## config.mk

```make
export PLATFORM = sky130hd
export DESIGN_NAME = core_host_ctrl
export DESIGN_NICKNAME = d
export VERILOG_FILES = /design/src/rtl/core_host_pkg.sv /design/src/rtl/core_host_ctrl_ser.sv /design/src/rtl/core_host_ctrl.sv
export SDC_FILE = /design/constraint.sdc
export NUM_CORES = 1
export LEC_CHECK = 0
export BUFFER_PORTS_ARGS = -buffer_cell sky130_fd_sc_hd__buf_4
export CAP_MARGIN = 20
export CORE_ASPECT_RATIO = 0.9
export CORE_MARGIN = 1
export CORE_UTILIZATION = 30
export DETAILED_ROUTE_END_ITERATION = 8
export GPL_TIMING_DRIVEN = 0
export PLACE_DENSITY_LB_ADDON = 0.3
export SETUP_SLACK_MARGIN = 0.3
export SYNTH_ARGS = -nofsm -noshare
export SYNTH_HDL_FRONTEND = slang
export SYNTH_HIERARCHICAL = 1
export SYNTH_SLANG_ARGS = --single-unit
```

## constraint.sdc

```tcl
create_clock -name clk -period 4.3 [get_ports clk]
set_input_delay 0.43 -clock clk [delete_from_list [all_inputs] [get_ports clk]]
set_output_delay 0.43 -clock clk [all_outputs]
set_load 0.05 [all_outputs]
```

## src/rtl/core_host_pkg.sv

```systemverilog
// Package: core_host_pkg
// Shared definitions for the host control block: host command byte codes and
// the command FSM state encoding.
package core_host_pkg;

  localparam logic [7:0] CMD_LOAD = 8'h4C;  // 'L'
  localparam logic [7:0] CMD_RUN  = 8'h52;  // 'R'
  localparam logic [7:0] CMD_STEP = 8'h53;  // 'S'
  localparam logic [7:0] CMD_HALT = 8'h48;  // 'H'
  localparam logic [7:0] CMD_DUMP = 8'h44;  // 'D'

  typedef enum logic [3:0] {
    IDLE,
    CNT_LO,
    CNT_HI,
    DATA,
    RUN,
    STEP,
    DUMP_LATCH,
    DUMP_SEND,
    DUMP_WAIT,
    CSUM
  } state_e;

endpackage

```

## src/rtl/core_host_ctrl_ser.sv

```systemverilog
// Module: host_tx_serializer
// Sends a word LSB-first as XLEN/8 bytes (or only its low byte when one_byte
// is set at start) over a UART TX byte interface, then pulses done.
// Ports:
//   clk, rst          system clock, synchronous active-high reset
//   start, one_byte   load word and begin sending (ignored while active)
//   word              word to send
//   tx_byte, tx_valid byte and one-cycle send strobe to the UART
//   tx_busy           UART busy; only consulted two cycles after a strobe
//   done              one-cycle pulse once the last byte has been sent
module host_tx_serializer #(
  parameter int XLEN = 32
) (
  input  logic            clk,
  input  logic            rst,
  input  logic            start,
  input  logic            one_byte,
  input  logic [XLEN-1:0] word,
  output logic [7:0]      tx_byte,
  output logic            tx_valid,
  input  logic            tx_busy,
  output logic            done
);

  localparam int BPW = XLEN / 8;
  localparam int CW  = $clog2(BPW + 1);

  logic            active_q, active_d;
  logic [CW-1:0]   left_q, left_d;
  logic [XLEN-1:0] shreg_q, shreg_d;
  logic [7:0]      tx_byte_q, tx_byte_d;
  logic            tx_valid_q, tx_valid_d;
  logic            lag_q, lag_d;
  logic            done_q, done_d;

  always_comb begin
    active_d   = active_q;
    left_d     = left_q;
    shreg_d    = shreg_q;
    tx_byte_d  = tx_byte_q;
    tx_valid_d = 1'b0;
    done_d     = 1'b0;
    // The UART raises busy one cycle late, so the cycle after a strobe is
    // treated as busy regardless of tx_busy.
    lag_d      = tx_valid_q;
    if (!active_q) begin
      if (start) begin
        active_d = 1'b1;
        shreg_d  = word;
        left_d   = one_byte ? CW'(1) : CW'(BPW);
      end
    end else if (left_q == '0) begin
      if (!tx_valid_q && !lag_q) begin
        active_d = 1'b0;
        done_d   = 1'b1;
      end
    end else if (!tx_valid_q && !lag_q && !tx_busy) begin
      tx_valid_d = 1'b1;
      tx_byte_d  = shreg_q[7:0];
      shreg_d    = shreg_q >> 8;
      left_d     = left_q - CW'(1);
    end
  end

  always_ff @(posedge clk) begin
    if (rst) begin
      active_q   <= 1'b0;
      left_q     <= '0;
      shreg_q    <= '0;
      tx_byte_q  <= '0;
      tx_valid_q <= 1'b0;
      lag_q      <= 1'b0;
      done_q     <= 1'b0;
    end else begin
      active_q   <= active_d;
      left_q     <= left_d;
      shreg_q    <= shreg_d;
      tx_byte_q  <= tx_byte_d;
      tx_valid_q <= tx_valid_d;
      lag_q      <= lag_d;
      done_q     <= done_d;
    end
  end

  assign tx_byte  = tx_byte_q;
  assign tx_valid = tx_valid_q;
  assign done     = done_q;

endmodule

```

## src/rtl/core_host_ctrl.sv

```systemverilog
// Module: core_host_ctrl
// Host-side control for the RV32I core: byte-serial imem loader, run/halt/step
// gating of the core clock enable, and register-file dump over UART bytes.
// Optional build macro: CORE_HOST_CHECKSUM_EN appends an XOR checksum byte to
// every dump.
// Ports:
//   clk, rst             system clock, synchronous active-high reset
//   rx_byte, rx_valid    host byte and its one-cycle strobe
//   imem_we/waddr/wdata  imem write port (one-cycle write strobe)
//   core_en              core pc/regfile update enable
//   reg_raddr, reg_rdata regfile debug read port (combinational data)
//   tx_byte, tx_valid    byte to UART TX and its one-cycle strobe
//   tx_busy              UART TX busy
//   halted               high while the command FSM is idle
//
// state      | meaning
// IDLE       | halted, waiting for a command byte
// CNT_LO     | waiting for word count low byte
// CNT_HI     | waiting for word count high byte
// DATA       | assembling instruction words LSB first
// RUN        | core enabled until 'H'
// STEP       | core enabled for this single cycle
// DUMP_LATCH | reg_raddr presented, capture read data
// DUMP_SEND  | start serializer on captured word
// DUMP_WAIT  | wait for serializer done
// CSUM       | start serializer on checksum byte
module core_host_ctrl
  import core_host_pkg::*;
#(
  parameter int XLEN     = 32,
  parameter int NUM_REGS = 32,
  parameter int RF_AW    = 5,
  parameter int IMEM_AW  = 10
) (
  input  logic               clk,
  input  logic               rst,
  input  logic [7:0]         rx_byte,
  input  logic               rx_valid,
  output logic               imem_we,
  output logic [IMEM_AW-1:0] imem_waddr,
  output logic [XLEN-1:0]    imem_wdata,
  output logic               core_en,
  output logic [RF_AW-1:0]   reg_raddr,
  input  logic [XLEN-1:0]    reg_rdata,
  output logic [7:0]         tx_byte,
  output logic               tx_valid,
  input  logic               tx_busy,
  output logic               halted
);

  localparam int BPW = XLEN / 8;
  localparam int BIW = (BPW > 1) ? $clog2(BPW) : 1;

  state_e             state_q, state_d;
  logic [7:0]         cnt_lo_q, cnt_lo_d;
  logic [15:0]        words_left_q, words_left_d;
  logic [BIW-1:0]     byte_idx_q, byte_idx_d;
  logic [XLEN-1:0]    word_q, word_d;
  logic [IMEM_AW-1:0] wr_ptr_q, wr_ptr_d;
  logic               imem_we_q, imem_we_d;
  logic [IMEM_AW-1:0] imem_waddr_q, imem_waddr_d;
  logic [XLEN-1:0]    imem_wdata_q, imem_wdata_d;
  logic               core_en_q, core_en_d;
  logic [RF_AW-1:0]   reg_raddr_q, reg_raddr_d;
  logic [XLEN-1:0]    dump_word_q, dump_word_d;
  logic               halted_q, halted_d;

  logic               ser_start, ser_one_byte, ser_done;
  logic [XLEN-1:0]    ser_word;

`ifdef CORE_HOST_CHECKSUM_EN
  logic [7:0] csum_q, csum_d;
  logic       csum_phase_q, csum_phase_d;

  function automatic logic [7:0] xor_fold(input logic [XLEN-1:0] w);
    logic [7:0] acc;
    acc = '0;
    for (int i = 0; i < BPW; i++) acc ^= w[8*i +: 8];
    return acc;
  endfunction

  assign ser_start    = (state_q == DUMP_SEND) || (state_q == CSUM);
  assign ser_one_byte = (state_q == CSUM);
  assign ser_word     = (state_q == CSUM) ? XLEN'(csum_q) : dump_word_q;
`else
  assign ser_start    = (state_q == DUMP_SEND);
  assign ser_one_byte = 1'b0;
  assign ser_word     = dump_word_q;
`endif

  host_tx_serializer #(.XLEN(XLEN)) u_ser (
    .clk      (clk),
    .rst      (rst),
    .start    (ser_start),
    .one_byte (ser_one_byte),
    .word     (ser_word),
    .tx_byte  (tx_byte),
    .tx_valid (tx_valid),
    .tx_busy  (tx_busy),
    .done     (ser_done)
  );

  always_comb begin
    state_d      = state_q;
    cnt_lo_d     = cnt_lo_q;
    words_left_d = words_left_q;
    byte_idx_d   = byte_idx_q;
    word_d       = word_q;
    wr_ptr_d     = wr_ptr_q;
    imem_we_d    = 1'b0;
    imem_waddr_d = imem_waddr_q;
    imem_wdata_d = imem_wdata_q;
    core_en_d    = 1'b0;
    reg_raddr_d  = reg_raddr_q;
    dump_word_d  = dump_word_q;
`ifdef CORE_HOST_CHECKSUM_EN
    csum_d       = csum_q;
    csum_phase_d = csum_phase_q;
`endif
    case (state_q)
      IDLE: begin
        if (rx_valid) begin
          case (rx_byte)
            CMD_LOAD: begin
              state_d    = CNT_LO;
              wr_ptr_d   = '0;
              byte_idx_d = '0;
            end
            CMD_RUN: begin
              state_d   = RUN;
              core_en_d = 1'b1;
            end
            CMD_STEP: begin
              state_d   = STEP;
              core_en_d = 1'b1;
            end
            CMD_DUMP: begin
              state_d     = DUMP_LATCH;
              reg_raddr_d = '0;
`ifdef CORE_HOST_CHECKSUM_EN
              csum_d       = '0;
              csum_phase_d = 1'b0;
`endif
            end
            default: ;
          endcase
        end
      end
      CNT_LO: begin
        if (rx_valid) begin
          cnt_lo_d = rx_byte;
          state_d  = CNT_HI;
        end
      end
      CNT_HI: begin
        if (rx_valid) begin
          words_left_d = {rx_byte, cnt_lo_q};
          state_d      = ({rx_byte, cnt_lo_q} == 16'd0) ? IDLE : DATA;
        end
      end
      DATA: begin
        if (rx_valid) begin
          // New byte enters at the top, so after BPW bytes the first one is the LSB.
          word_d     = (word_q >> 8) | (XLEN'(rx_byte) << (XLEN - 8));
          byte_idx_d = byte_idx_q + BIW'(1);
          if (byte_idx_q == BIW'(BPW - 1)) begin
            byte_idx_d   = '0;
            imem_we_d    = 1'b1;
            imem_waddr_d = wr_ptr_q;
            imem_wdata_d = word_d;
            wr_ptr_d     = wr_ptr_q + IMEM_AW'(1);
            words_left_d = words_left_q - 16'd1;
            if (words_left_q == 16'd1) state_d = IDLE;
          end
        end
      end
      RUN: begin
        if (rx_valid && rx_byte == CMD_HALT) state_d = IDLE;
        else core_en_d = 1'b1;
      end
      STEP: state_d = IDLE;
      DUMP_LATCH: begin
        dump_word_d = reg_rdata;
`ifdef CORE_HOST_CHECKSUM_EN
        csum_d = csum_q ^ xor_fold(reg_rdata);
`endif
        state_d = DUMP_SEND;
      end
      DUMP_SEND: state_d = DUMP_WAIT;
      DUMP_WAIT: begin
        if (ser_done) begin
`ifdef CORE_HOST_CHECKSUM_EN
          if (csum_phase_q) state_d = IDLE;
          else
`endif
          if (reg_raddr_q == RF_AW'(NUM_REGS - 1)) begin
`ifdef CORE_HOST_CHECKSUM_EN
            state_d = CSUM;
`else
            state_d = IDLE;
`endif
          end else begin
            reg_raddr_d = reg_raddr_q + RF_AW'(1);
            state_d     = DUMP_LATCH;
          end
        end
      end
`ifdef CORE_HOST_CHECKSUM_EN
      CSUM: begin
        csum_phase_d = 1'b1;
        state_d      = DUMP_WAIT;
      end
`endif
      default: state_d = IDLE;
    endcase
    halted_d = (state_d == IDLE);
  end

  always_ff @(posedge clk) begin
    if (rst) begin
      state_q      <= IDLE;
      cnt_lo_q     <= '0;
      words_left_q <= '0;
      byte_idx_q   <= '0;
      word_q       <= '0;
      wr_ptr_q     <= '0;
      imem_we_q    <= 1'b0;
      imem_waddr_q <= '0;
      imem_wdata_q <= '0;
      core_en_q    <= 1'b0;
      reg_raddr_q  <= '0;
      dump_word_q  <= '0;
      halted_q     <= 1'b1;
    end else begin
      state_q      <= state_d;
      cnt_lo_q     <= cnt_lo_d;
      words_left_q <= words_left_d;
      byte_idx_q   <= byte_idx_d;
      word_q       <= word_d;
      wr_ptr_q     <= wr_ptr_d;
      imem_we_q    <= imem_we_d;
      imem_waddr_q <= imem_waddr_d;
      imem_wdata_q <= imem_wdata_d;
      core_en_q    <= core_en_d;
      reg_raddr_q  <= reg_raddr_d;
      dump_word_q  <= dump_word_d;
      halted_q     <= halted_d;
    end
  end

`ifdef CORE_HOST_CHECKSUM_EN
  always_ff @(posedge clk) begin
    if (rst) begin
      csum_q       <= '0;
      csum_phase_q <= 1'b0;
    end else begin
      csum_q       <= csum_d;
      csum_phase_q <= csum_phase_d;
    end
  end
`endif

  assign imem_we    = imem_we_q;
  assign imem_waddr = imem_waddr_q;
  assign imem_wdata = imem_wdata_q;
  assign core_en    = core_en_q;
  assign reg_raddr  = reg_raddr_q;
  assign halted     = halted_q;

endmodule

```

==> results.py <==
metrics = {
    "timing": {
        "hold_viol": 0,
        "rsz0062_at_grt": "no",
        "fmax_mhz": 408,
        "finalCriticalPeriod_ps": 2450,
        "relSlewSlack_pct": 44.4,
        "worst_pin_slew_ps": 828,
        "clock_skew_ps": 8.98,
        "tns_ps": 0,
        "slew_violations": 0,
        "setup_viol": 0,
        "holdWs_ps": 240,
        "min_period_over_period_pct": 57.1,
    },
    "placement": {
        "place.gp.congestion": 0.855,
        "dp_hpwl_mm": 16.7,
        "io_buffers": 101,
        "postPlaceCellArea_mm2": 0.00926,
    },
    "yosys": {
        "yosys.area_share.simple_pct": 22.0,
        "ys_seq_area_share_pct": 47.9,
        "synth_top_family_by_area": "simple AND/OR/NAND/NOR gates",
        "synthTopCellsByCount": "246 x nand2_1, 193 x dfxtp_1, 146 x a21oi_1",
        "synth_cell_types": 63,
        "synth-compound-area-share_pct": 19.6,
        "ys_ff_latch": 193,
        "syn_area_mm2": 0.00806,
        "synth_most_common_cell": "nand2_1",
        "synth-edff-count": 0,
        "synth_top_area_share_pct": 47.9,
        "yosysWarnings": 6,
        "synthAdderAreaFrac_pct": 1.24,
        "yosys.area.top_type": "dfxtp_1",
        "avgSynthCellArea_um2": 8.24,
        "postSynth.asyncResetShare_pct": 0,
        "synthCells": 978,
        "synthFlopType": "dfxtp_1",
        "synth.area.mux_share_pct": 3.24,
        "synth_area_leaders": "dfxtp_1 48%, nand2_1 11%, a21oi_1 9.1%, a211oi_1 4.7%, mux2i_1 3.1%",
        "synth_xor_xnor_area_share_pct": 0.978,
    },
    "clock_tree": {
        "h-tree-depth": 4,
        "post_cts_resized": 0,
        "clk_path_buf_depth": 2,
        "cts_setup_buffers": 0,
        "tritoncts": "yes",
        "clockRootBuffer": "clkbuf_16",
        "clk_pin_slew_ps": 70,
        "cts_made_buffers": 17,
        "hold_buffers": 0,
        "clkSinkCount": 193,
        "clk_latency_ps": 440,
    },
    "min_path": {
        "hold_class": "in -> reg",
    },
    "cells_and_area": {
        "drive_above_1_share_pct": 14.9,
        "final_util_pct": 37.8,
        "antennaDiodeCount": 0,
        "area_growth_pct": 22.9,
        "nNetsFinal": 1151,
        "fin_area_mm2": 0.00990,
    },
    "routing": {
        "ant_nets": 0,
        "post_drt_wl_per_cell_um": 15.9,
        "drc_errors": 0,
        "vias": 7254,
        "drt_iter0_markers": 439,
        "vias_per_cell": 4.97,
        "finalWirelength_mm": 23.3,
        "first_pass_iters": 5,
    },
    "grt": {
        "grt_usage_pct": 17.1,
        "grt_first_pass_wirelength_mm": 36.9,
        "grt_pass1_vias": 6933,
        "grt_max_degree": 17,
        "antenna_found_initial": 0,
        "grt_overflow_total": 0,
    },
    "power": {
        "leakagePower_nw": 3.39,
        "p_int_mw": 3.08,
        "p_clk_share_pct": 42.4,
        "vdd_drop_max_v": 0.000254,
        "swShare_pct": 25.2,
        "switchingPower_mw": 1.04,
        "powerDensity_mw_per_mm2": 416,
        "p_comb_share_pct": 12.5,
        "p_seq_share_pct": 45.1,
    },
    "outcome": {
        "outcome": "finished, final reports clean",
    },
    "critical_path": {
        "cp_data_arrival_time_ps": 2820,
        "crit_required_ps": 4660,
        "cp_max_fo": 10,
        "path_class": "reg -> reg",
        "cp-end-kind": "register",
        "crit_path_start_kind": "register",
    },
    "floorplan": {
        "ios": 103,
        "start_util_pct": 30.8,
        "die_y_um": 158,
        "rows": 56,
        "die_area_mm2": 0.0275,
        "die_x_um": 175,
        "core_area_mm2": 0.0262,
    },
    "job": {
        "cap_violations": 0,
    },
}
-- layer usage --
layer / vias up / part of all wire (%) / global-route usage (%)
met1: 3427 / 47 / 21.7
li1: 3640 / - / -
met2: 156 / 46 / 28.3
met4: 0 / 2.0 / 5.71
met3: 31 / 4.9 / 4.15
met5: - / 0 / 0
-- worst paths after layout --
path                                   start              to  slack [ps]  depth (start not counted)
worst max-delay path              state_q[3]  imem_wdata[19]        1850                          6
worst min register to register    word_q[11]   imem_wdata[3]         450                          2
worst max register to register    state_q[3]  imem_wdata[19]        1850                          6
worst min-delay path            reg_rdata[1]  dump_word_q[1]         240                          3
-- area by class of cell --
class | instances | area (µm²)
Buffer | 74 | 359
Clock buffer | 22 | 464
Clock inverter | 10 | 181
Fill cell | 2778 | 16300
Inverter | 10 | 37.5
Multi-Input combinational cell | 702 | 3800
Sequential cell | 193 | 3860
Tap cell | 348 | 435
Timing Repair Buffer | 101 | 758
-- metrics by stage --
| stage | power (mW) | setup WS, ps | instances |
|---|---|---|---|
| final | 4.12 | 1850 | 1460 |
| after detailed placement | 2.41 | 1760 | 1428 |
| after floorplan | 2.25 | 2230 | 979 |
| after CTS | 4.16 | 1840 | 1460 |
| after global placement | 2.40 | 1780 | 1428 |
| after global routing | 4.29 | 1520 | 1460 |
-- flip-flops by register name, summed over array words and instances, names as in the netlist --
signal and count:
halted 1, u_ser/shreg_q 32, reg_raddr 5, byte_idx_q 2
state_q 4, word_q 24, u_ser/tx_byte 8, core_en 1
u_ser/active_q 1, u_ser/tx_valid 1, words_left_q 16, cnt_lo_q 8
imem_wdata 32, imem_we 1, imem_waddr 10, wr_ptr_q 10
u_ser/lag_q 1, dump_word_q 32, u_ser/done 1, u_ser/left_q 3
-- logic make-up after synthesis --
kind of cell / count (synthesis)
AOI/OAI and AO/OA: 263
xor gates and xnor gates: 9
adders and majority gates: 8
buffers and inverters: 84
DFF: 193
muxes: 26
other: 1
and+or+nand+nor: 394
-- worst max-delay path, stage by stage (launching register included) --
cell and delay [ps]:
dfxtp_1 420, nor3b_4 360, nand3_1 420, nor2_1 530, clkbuf_1 400, nand2_1 130, a21oi_1 130
-- power by group through the flow --
stage          clock [mW]  combinational (mW)  sequential, mW
2_1_floorplan           0               0.347            1.90
3_3_place_gp            0               0.506            1.90
3_5_place_dp            0               0.510            1.90
4_1_cts              1.79               0.512            1.86
5_1_grt              1.86               0.564            1.86
6_report             1.75               0.513            1.86
-- cell usage in the layout (no fill, tap or decap), types with 22 or more instances in the layout --
cell        n
clkbuf_1   55
nand2_1   246
buf_4     103
a21oi_1   146
nand3_1    22
a211oi_1   50
dfxtp_1   193
nor2_1     50
mux2i_1    25
o21ai_0    26
Power figures use the tool's default switching activity.
